### src/rtl/dm_pkg.sv
// Shared types and constants for the data-memory responder.
package dm_pkg;

    localparam int unsigned ADDR_W  = 5;
    localparam int unsigned COUNT_W = 16;

    localparam logic DM_READ  = 1'b0;
    localparam logic DM_WRITE = 1'b1;

    typedef enum logic [1:0] {
        ST_IDLE   = 2'd0,
        ST_ACCESS = 2'd1,
        ST_RESP   = 2'd2
    } dm_state_e;

endpackage

### src/rtl/dm_storage.sv
// Synchronous word array: one write port and one registered read port on a shared address.
// Out-of-range addresses neither write nor read (read returns zero).
module dm_storage
    import dm_pkg::*;
#(
    parameter int unsigned WORDSIZE = 64,
    parameter int unsigned SIZE     = 32
) (
    input  logic                clk,
    input  logic                we,
    input  logic [ADDR_W-1:0]   addr,
    input  logic [WORDSIZE-1:0] wdata,
    output logic [WORDSIZE-1:0] rdata
);

    localparam int unsigned IDX_W = (SIZE > 1) ? $clog2(SIZE) : 1;

    logic [WORDSIZE-1:0] mem [SIZE];
    logic [IDX_W-1:0]    idx;
    logic                addr_ok;

    assign idx     = addr[IDX_W-1:0];
    assign addr_ok = (32'(addr) < SIZE);

    // Write commit and registered read, both guarded against out-of-range addresses.
    always_ff @(posedge clk) begin
        if (we && addr_ok) begin
            mem[idx] <= wdata;
        end
        if (addr_ok) begin
            rdata <= mem[idx];
        end else begin
            rdata <= '0;
        end
    end

endmodule

### src/rtl/dm_responder.sv
// Memory-side responder: accepts one read/write at a time, performs it on local storage and
// returns a response under backpressure. Counts completed responses, saturating.
module dm_responder
    import dm_pkg::*;
#(
    parameter int unsigned WORDSIZE = 64,
    parameter int unsigned SIZE     = 32
) (
    input  logic                clk,
    input  logic                rst,
    input  logic                req_valid,
    output logic                req_ready,
    input  logic                req_write,
    input  logic [ADDR_W-1:0]   req_addr,
    input  logic [WORDSIZE-1:0] req_wdata,
    output logic                resp_valid,
    input  logic                resp_ready,
    output logic [WORDSIZE-1:0] resp_rdata,
    output logic                resp_err,
    output logic [COUNT_W-1:0]  access_count
);

    dm_state_e           state_q;
    logic                write_q;
    logic [ADDR_W-1:0]   addr_q;
    logic [WORDSIZE-1:0] wdata_q;
    logic [COUNT_W-1:0]  count_q;

    logic                addr_ok;
    logic                mem_we;
    logic [ADDR_W-1:0]   mem_addr;
    logic [WORDSIZE-1:0] mem_rdata;

    assign addr_ok = (32'(addr_q) < SIZE);

    // In IDLE the storage reads the incoming address, so the word is already registered when
    // the FSM reaches ACCESS; afterwards the captured address drives the write.
    assign mem_addr = (state_q == ST_IDLE) ? req_addr : addr_q;

    // Reset on the ACCESS edge must suppress the pending write.
    assign mem_we = !rst && (state_q == ST_ACCESS) && (write_q == DM_WRITE) && addr_ok;

    assign access_count = count_q;

    dm_storage #(
        .WORDSIZE (WORDSIZE),
        .SIZE     (SIZE)
    ) u_storage (
        .clk   (clk),
        .we    (mem_we),
        .addr  (mem_addr),
        .wdata (wdata_q),
        .rdata (mem_rdata)
    );

    // Request/response FSM with registered handshake outputs, capture registers and counter.
    always_ff @(posedge clk) begin
        if (rst) begin
            state_q    <= ST_IDLE;
            req_ready  <= 1'b1;
            resp_valid <= 1'b0;
            resp_rdata <= '0;
            resp_err   <= 1'b0;
            count_q    <= '0;
        end else begin
            unique case (state_q)
                ST_IDLE: begin
                    if (req_valid) begin
                        write_q   <= req_write;
                        addr_q    <= req_addr;
                        wdata_q   <= req_wdata;
                        req_ready <= 1'b0;
                        state_q   <= ST_ACCESS;
                    end
                end
                ST_ACCESS: begin
                    if (addr_ok) begin
                        resp_rdata <= (write_q == DM_WRITE) ? '0 : mem_rdata;
                        resp_err   <= 1'b0;
                    end else begin
                        resp_rdata <= '0;
                        resp_err   <= 1'b1;
                    end
                    resp_valid <= 1'b1;
                    state_q    <= ST_RESP;
                end
                ST_RESP: begin
                    if (resp_ready) begin
                        resp_valid <= 1'b0;
                        req_ready  <= 1'b1;
                        if (count_q != '1) begin
                            count_q <= count_q + 1'b1;
                        end
                        state_q <= ST_IDLE;
                    end
                end
                default: begin
                    req_ready  <= 1'b1;
                    resp_valid <= 1'b0;
                    state_q    <= ST_IDLE;
                end
            endcase
        end
    end

endmodule

### config.mk
export PLATFORM = sky130hd
export DESIGN_NAME = dm_responder
export DESIGN_NICKNAME = d
export VERILOG_FILES = /design/src/rtl/dm_pkg.sv /design/src/rtl/dm_storage.sv /design/src/rtl/dm_responder.sv
export SDC_FILE = /design/constraint.sdc
export NUM_CORES = 2
export LEC_CHECK = 0
export CAP_MARGIN = 5
export CORE_AREA = 10 10 395 397
export DETAILED_ROUTE_END_ITERATION = 7
export DIE_AREA = 0 0 405 407
export DONT_BUFFER_PORTS = 1
export PLACE_DENSITY = 0.8
export RECOVER_POWER = 25
export SETUP_SLACK_MARGIN = 0.5
export SLEW_MARGIN = 40
export SYNTH_ARGS = -nofsm -noshare
export SYNTH_HDL_FRONTEND = slang
export SYNTH_SLANG_ARGS = --single-unit
### constraint.sdc
create_clock -name clk -period 23.9 [get_ports clk]
set_input_delay 7.17 -clock clk [delete_from_list [all_inputs] [get_ports clk]]
set_output_delay 7.17 -clock clk [all_outputs]
set_load 0.01 [all_outputs]
; ---- Word-level counts from Yosys, hierarchy flattened
; Memory sizes are Yosys's and may differ from the RTL's. A register that Yosys moved wholly into a read port is not among the register bits.
; Cells that the tools add are included.
[totals]
ff_bits = 154
word_cells = 39
mem_bits_rw = 2048
input_bits = 74
mem_count = 1
[mem_list]
columns = memory, words, width, rd, rd_ports_with_merged_regs, wr, line_no
row1 = u_storage.mem, 32, 64, 1, 1, 1, dm_storage.sv:18  ; logic [WORDSIZE-1:0] mem [SIZE];
[classes]
mux = 12
n_bitwise = 3
reduce_logical = 9
n_eq_ne = 5
add_sub_neg = 1
[ops]
columns = operator, count
row1 = $mux W64, 1
row2 = $add A16 B1 Y16 const B, 1
row3 = $ne A16 B16 Y1 const B, 1
row4 = $reduce_and A3 Y1, 3
row5 = $pmux W1 S3, 2
row6 = $pmux W2 S3, 1
row7 = $mux W1, 5
row8 = $mux W5, 1
row9 = $mux W2, 2
row10 = $ne A2 B2 Y1 const B, 2
row11 = $reduce_and A2 Y1, 2
row12 = $not A1 Y1, 3
row13 = $eq A2 B1 Y1 const B, 1
row14 = $eq A2 B2 Y1 const B, 1
row15 = $logic_and A1 B1 Y1, 2
row16 = $logic_not A2 Y1, 1
row17 = $logic_not A1 Y1, 1

; ---- Longest topological paths before layout
[depth]
ltp_word = 5
depth_mapped = 11

; ---- By module
; From an unflattened synthesis, not the netlist that was laid out.
[unflattened]
cells_unflattened = 4617
hier_area_um2 = 84498.5
[modules_own_cells]
columns = mod, instances, area_per_inst_um2, seq_area_each_um2, cells_each
row1 = dm_storage, 1, 78865.6, 62780.2, 4136
row2 = dm_responder, 1, 5632.9, 3783.6, 481

; ---- Least setup slack after synthesis
; No wires, ideal clock.
[synth_path]
path_type = input -> register
start = input port rst
end = register addr_q[0] (enable)
arrival_time_ns = 14.708
stages = 3
t_required_ns = 23.204
setup_slack_ns = 8.496
path_cell_list = clkbuf_1 > clkbuf_1 > nor4b_1
[synth_between]
elab_chain_cells = 2
[synth_rtl]
columns = element, line_no
row1 = from (decl), dm_responder.sv:10  ; input logic rst,
row2 = $not A1 Y1 (no source line), n/a
row3 = $reduce_and A3 Y1 (no source line), n/a
row4 = to (signal assigned), dm_responder.sv:70  ; addr_q <= req_addr;
row5 = to (decl), dm_responder.sv:25  ; logic [ADDR_W-1:0] addr_q;
; No other way between the ends.
; A chain may end at the register's enable or synchronous reset.

; ---- Final worst setup path
[layout_path]
start = input port req_addr[0]
end = register u_storage.rdata[29], read port of u_storage.mem
[layout_between]
elab_chain_cells = 1
[layout_rtl]
columns = element, line_no
row1 = from (decl), dm_responder.sv:14  ; input logic [ADDR_W-1:0] req_addr,
row2 = $mux W5, dm_responder.sv:38  ; assign mem_addr = (state_q == ST_IDLE) ? req_addr : addr_q;
row3 = to (decl), dm_storage.sv:13  ; output logic [WORDSIZE-1:0] rdata
; No other way between the ends.

==> metrics.md <==
| Metric | Value |
|---|---|
| Share of layout cells above drive strength 1 | `0.118` |
| Final Max Slew Viols | `0` |
| DR DRC count | `0` |
| Flop pwr share | `0.535` |
| Cells after Synth | `4,275` |
| Switch share | `0.220` |
| Combinational Power Share | `0.056` |
| Main flop type after synthesis | `edfxtp_1` |
| Remaining Overflow, GRT | `0` |
| Hold EP | `resp_valid$_SDFFE_PP0P_` |
| Clock tree root buffer cell | `clkbuf_16` |
| Internal power | `6.42 mW` |
| Total wire length | `between 200 and 250 mm` |
| Fmax | `between 90 and 100 MHz` |
| # IOs | `157` |
| Crit Path Max Fanout | `77` |
| Finished Layout Cells | `6,460` |
| Area growth, synth to finish | `12.7%` |
| Final net count | `about 4,400` |
| Max clock buf depth | `3` |
| Dpl hpwl | `roughly 100 mm` |
| Critical Path Source Type | `input port` |
| Status | `completed` |
| Crit path capture type | `flop` |
| Commonest non-fill, non-tap cells in the layout | `edfxtp_1 (2,118), a22o_1 (512), a221oi_1 (502)` |
| Yosys cell types | `42` |
| Placer Congestion | `about 0.8` |
| Critical path arrival | `between 10 and 15 ns` |
| CP most frequent cell | `buf_4` |
| Worst path cell trace | `nor2_1 -> nand2_1 -> o31ai_4 -> buf_4 -> buf_6 -> buf_4 -> buf_4 -> a221oi_1 -> o22ai_1 -> or4_1` |
| EDFF count, synth | `roughly 2,100` |
| Register-to-Register Path Depth | `10` |
| Die area | `0.165 mm²` |
| Clock-pin slew on the worst setup and hold paths | `0.06 ns` |
| First-pass GRT wire length | `about 310 mm` |
| Worst Clk Skew | `0.0598 ns` |
| WL/cell | `~33 µm` |
| Hold Path Depth | `2` |
| # port buffers | `0` |
| Final period utilization | `0.425` |
| CP max stage delay | `0.80 ns` |
| Post-route ant nets | `0` |
| Setup_tns | `0 ns` |
| Commonest non-fill, non-tap cell in the layout | `edfxtp_1` |
| Final setup fails | `0` |
| Total power | `~8.2 mW` |
| Slew at the pin closest to its max-slew limit | `0.993 ns` |
| All-Layer GR Usage | `0.252` |
| Chip width | `between 400 and 500 µm` |
| Clk pwr share | `0.409` |
| Reg2Reg Setup Slack | `19.16 ns` |
| Max cap viols | `0` |
| Post-synth ARST share | `0` |
| Critical path buffer and inverter count | `4` |
| Via Count | `46,200` |
| Die Ht | `slightly above 400 µm` |
| Starting density of the core | `0.549` |
| Hold_buf cts | `0` |
| Synthesized flop and latch total | `2,266` |
| Placed insts | `6,016` |
| Pin count of the biggest net entering global routing | `175` |
| Number of global-route vias before repair | `44,800` |
| CTS resizes | `0` |
| Clock Latency Late Sink | `0.87 ns` |
| Hold_ws | `0.532 ns` |
| Syn nets | `4,350` |
| TritonCTS Buffers | `between 200 and 250` |
| Syn. warnings | `0` |
| Postcts setup bufs | `0` |
| Leakage | `28.6 nW` |
| RSZ-0062 raised after global routing | `false` |
| Drt initial violations | `8,134` |
| TritonCTS clock tree | `done` |
| Avg Cell Area, Syn | `18.9 µm²` |
| Crit Reg-Reg Startpoint | `state_q[0]$_SDFFE_PP0P_` |
| CTS Sinks | `2,266` |
| Switching power | `1.81 mW` |
| Data required, critical path | `24.69 ns` |
| Via density | `7.15` |
| # rows | `about 140` |
| H-tree depth | `4` |
| Slowest CP cell | `buf_4` |
| Synth Cell Area | `0.0809 mm²` |
| Worst path top cell family by delay | `buffers and inverters` |
| Hold WC Path Type | `flop to flop` |
| Pwr Density | `90.3 mW/mm²` |
| R2r endpoint | `u_storage.rdata[29]$_DFF_P_` |
| 1st-pass router iterations | `6` |
| Core box area | `0.147 mm²` |
| Fin util | `0.618` |
| Hold path startpoint | `resp_valid$_SDFFE_PP0P_` |
| Worst vdd ir | `0.0000803 V` |
| Post-synthesis sequential area ratio | `0.823` |
| Period minus WS final | `10.17 ns` |
| Final Hold Vio Count | `0` |
| Filler Cells Inserted | `around 9,300` |
| Initial antenna violation count | `13` |
| Critical path class | `input port to flop` |
| Worst slew margin | `0.338` |
[area by class of cell]
type	instances	area (µm²)	area share
multi-input combinational	1690	13400	0.146
inverter	1	3.75	0.0000412
clock buffer	275	5700	0.0625
timing repair buffer	173	1870	0.0205
tap	1930	2410	0.0265
sequential	2266	66600	0.730
antenna	7	17.5	0.000192
clock inverter	118	1280	0.0140
[tightest hold or removal path, cell delays in order, from the launching register on]
cell,delay [ns]
dfxtp_1,0.34
nor2_1,0.10
nor3_1,0.05
[through the flow]
stage	setup WS, ns	cell area, µm²
final	13.73	91200
after global routing	13.67	91200
after CTS	13.64	90800
after detailed placement	12.78	83800
after global placement	12.48	83000
after floorplan	8.50	80900
[registers in the layout, summed over array words and instances (netlist names)]
register,count
addr_q,5
u_storage.mem,2048
wdata_q,64
state_q,2
resp_valid,1
write_q,1
u_storage.rdata,64
req_ready,1
access_count,16
resp_rdata,64
[kinds of logic (layout without fill, tap and decap cells)]
logic type,after synthesis,in the layout,share of synthesized area
flip-flops,2266,2266,0.823
other,1,8,0.0000464
AND/OR/NAND/NOR,312,312,0.0219
buffers and inverters,319,567,0.0167
XOR/XNOR,13,13,0.00141
adder cells (fa/ha/maj),1,1,0.000155
multiplexers,4,4,0.000557
AO/OA/AOI/OAI,1359,1359,0.137
[worst max path at each step]
stage / start / to / slack (ns) / cells after the start
3_5_place_dp: req_addr[0] / u_storage.mem[10][33]$_DFFE_PP_ / 12.78 / 6
2_1_floorplan: rst / addr_q[0]$_DFFE_PP_ / 8.50 / 3
3_3_place_gp: req_addr[0] / u_storage.mem[10][31]$_DFFE_PP_ / 12.48 / 6
6_report: req_addr[0] / u_storage.rdata[29]$_DFF_P_ / 13.73 / 10
5_1_grt: req_addr[0] / u_storage.rdata[29]$_DFF_P_ / 13.67 / 10
4_1_cts: req_addr[0] / u_storage.mem[10][11]$_DFFE_PP_ / 13.64 / 6
[cell usage after synthesis, drive strengths merged, types with 2 or more instances]
library cell,n,area share
nand2,26,0.0012
o22ai,257,0.020
dfxtp,148,0.037
xor2,7,0.00076
nor2,122,0.0059
o21ai,7,0.00053
a21oi,69,0.0043
nor3,3,0.00019
edfxtp,2118,0.79
nand4,5,0.00039
nand3,4,0.00025
nor3b,65,0.0060
or4,64,0.0059
buf,110,0.0070
nand3b,4,0.00037
a221oi,512,0.056
clkbuf,208,0.0097
and4,3,0.00032
or3,2,0.00015
nand2b,6,0.00046
nor4b,3,0.00032
mux2i,3,0.00042
xnor2,6,0.00065
a22o,512,0.055
[layer usage]
metal | part of all wire | global-route usage | vias up
li1 | - | - | 18500
met2 | 0.47 | 0.399 | 3887
met1 | 0.35 | 0.326 | 23200
met3 | 0.13 | 0.0729 | 664
met5 | 0.00050 | 0 | -
met4 | 0.044 | 0.107 | 14
[power by group through the flow]
stage	Sequential, mW	Clock [mW]	Combinational [mW]
2_1_floorplan	4.48	0	0.292
3_3_place_gp	4.51	0	0.400
3_5_place_dp	4.50	0	0.425
4_1_cts	4.42	3.38	0.433
5_1_grt	4.41	3.54	0.486
6_report	4.41	3.37	0.462
Power figures use the tool's default switching activity.
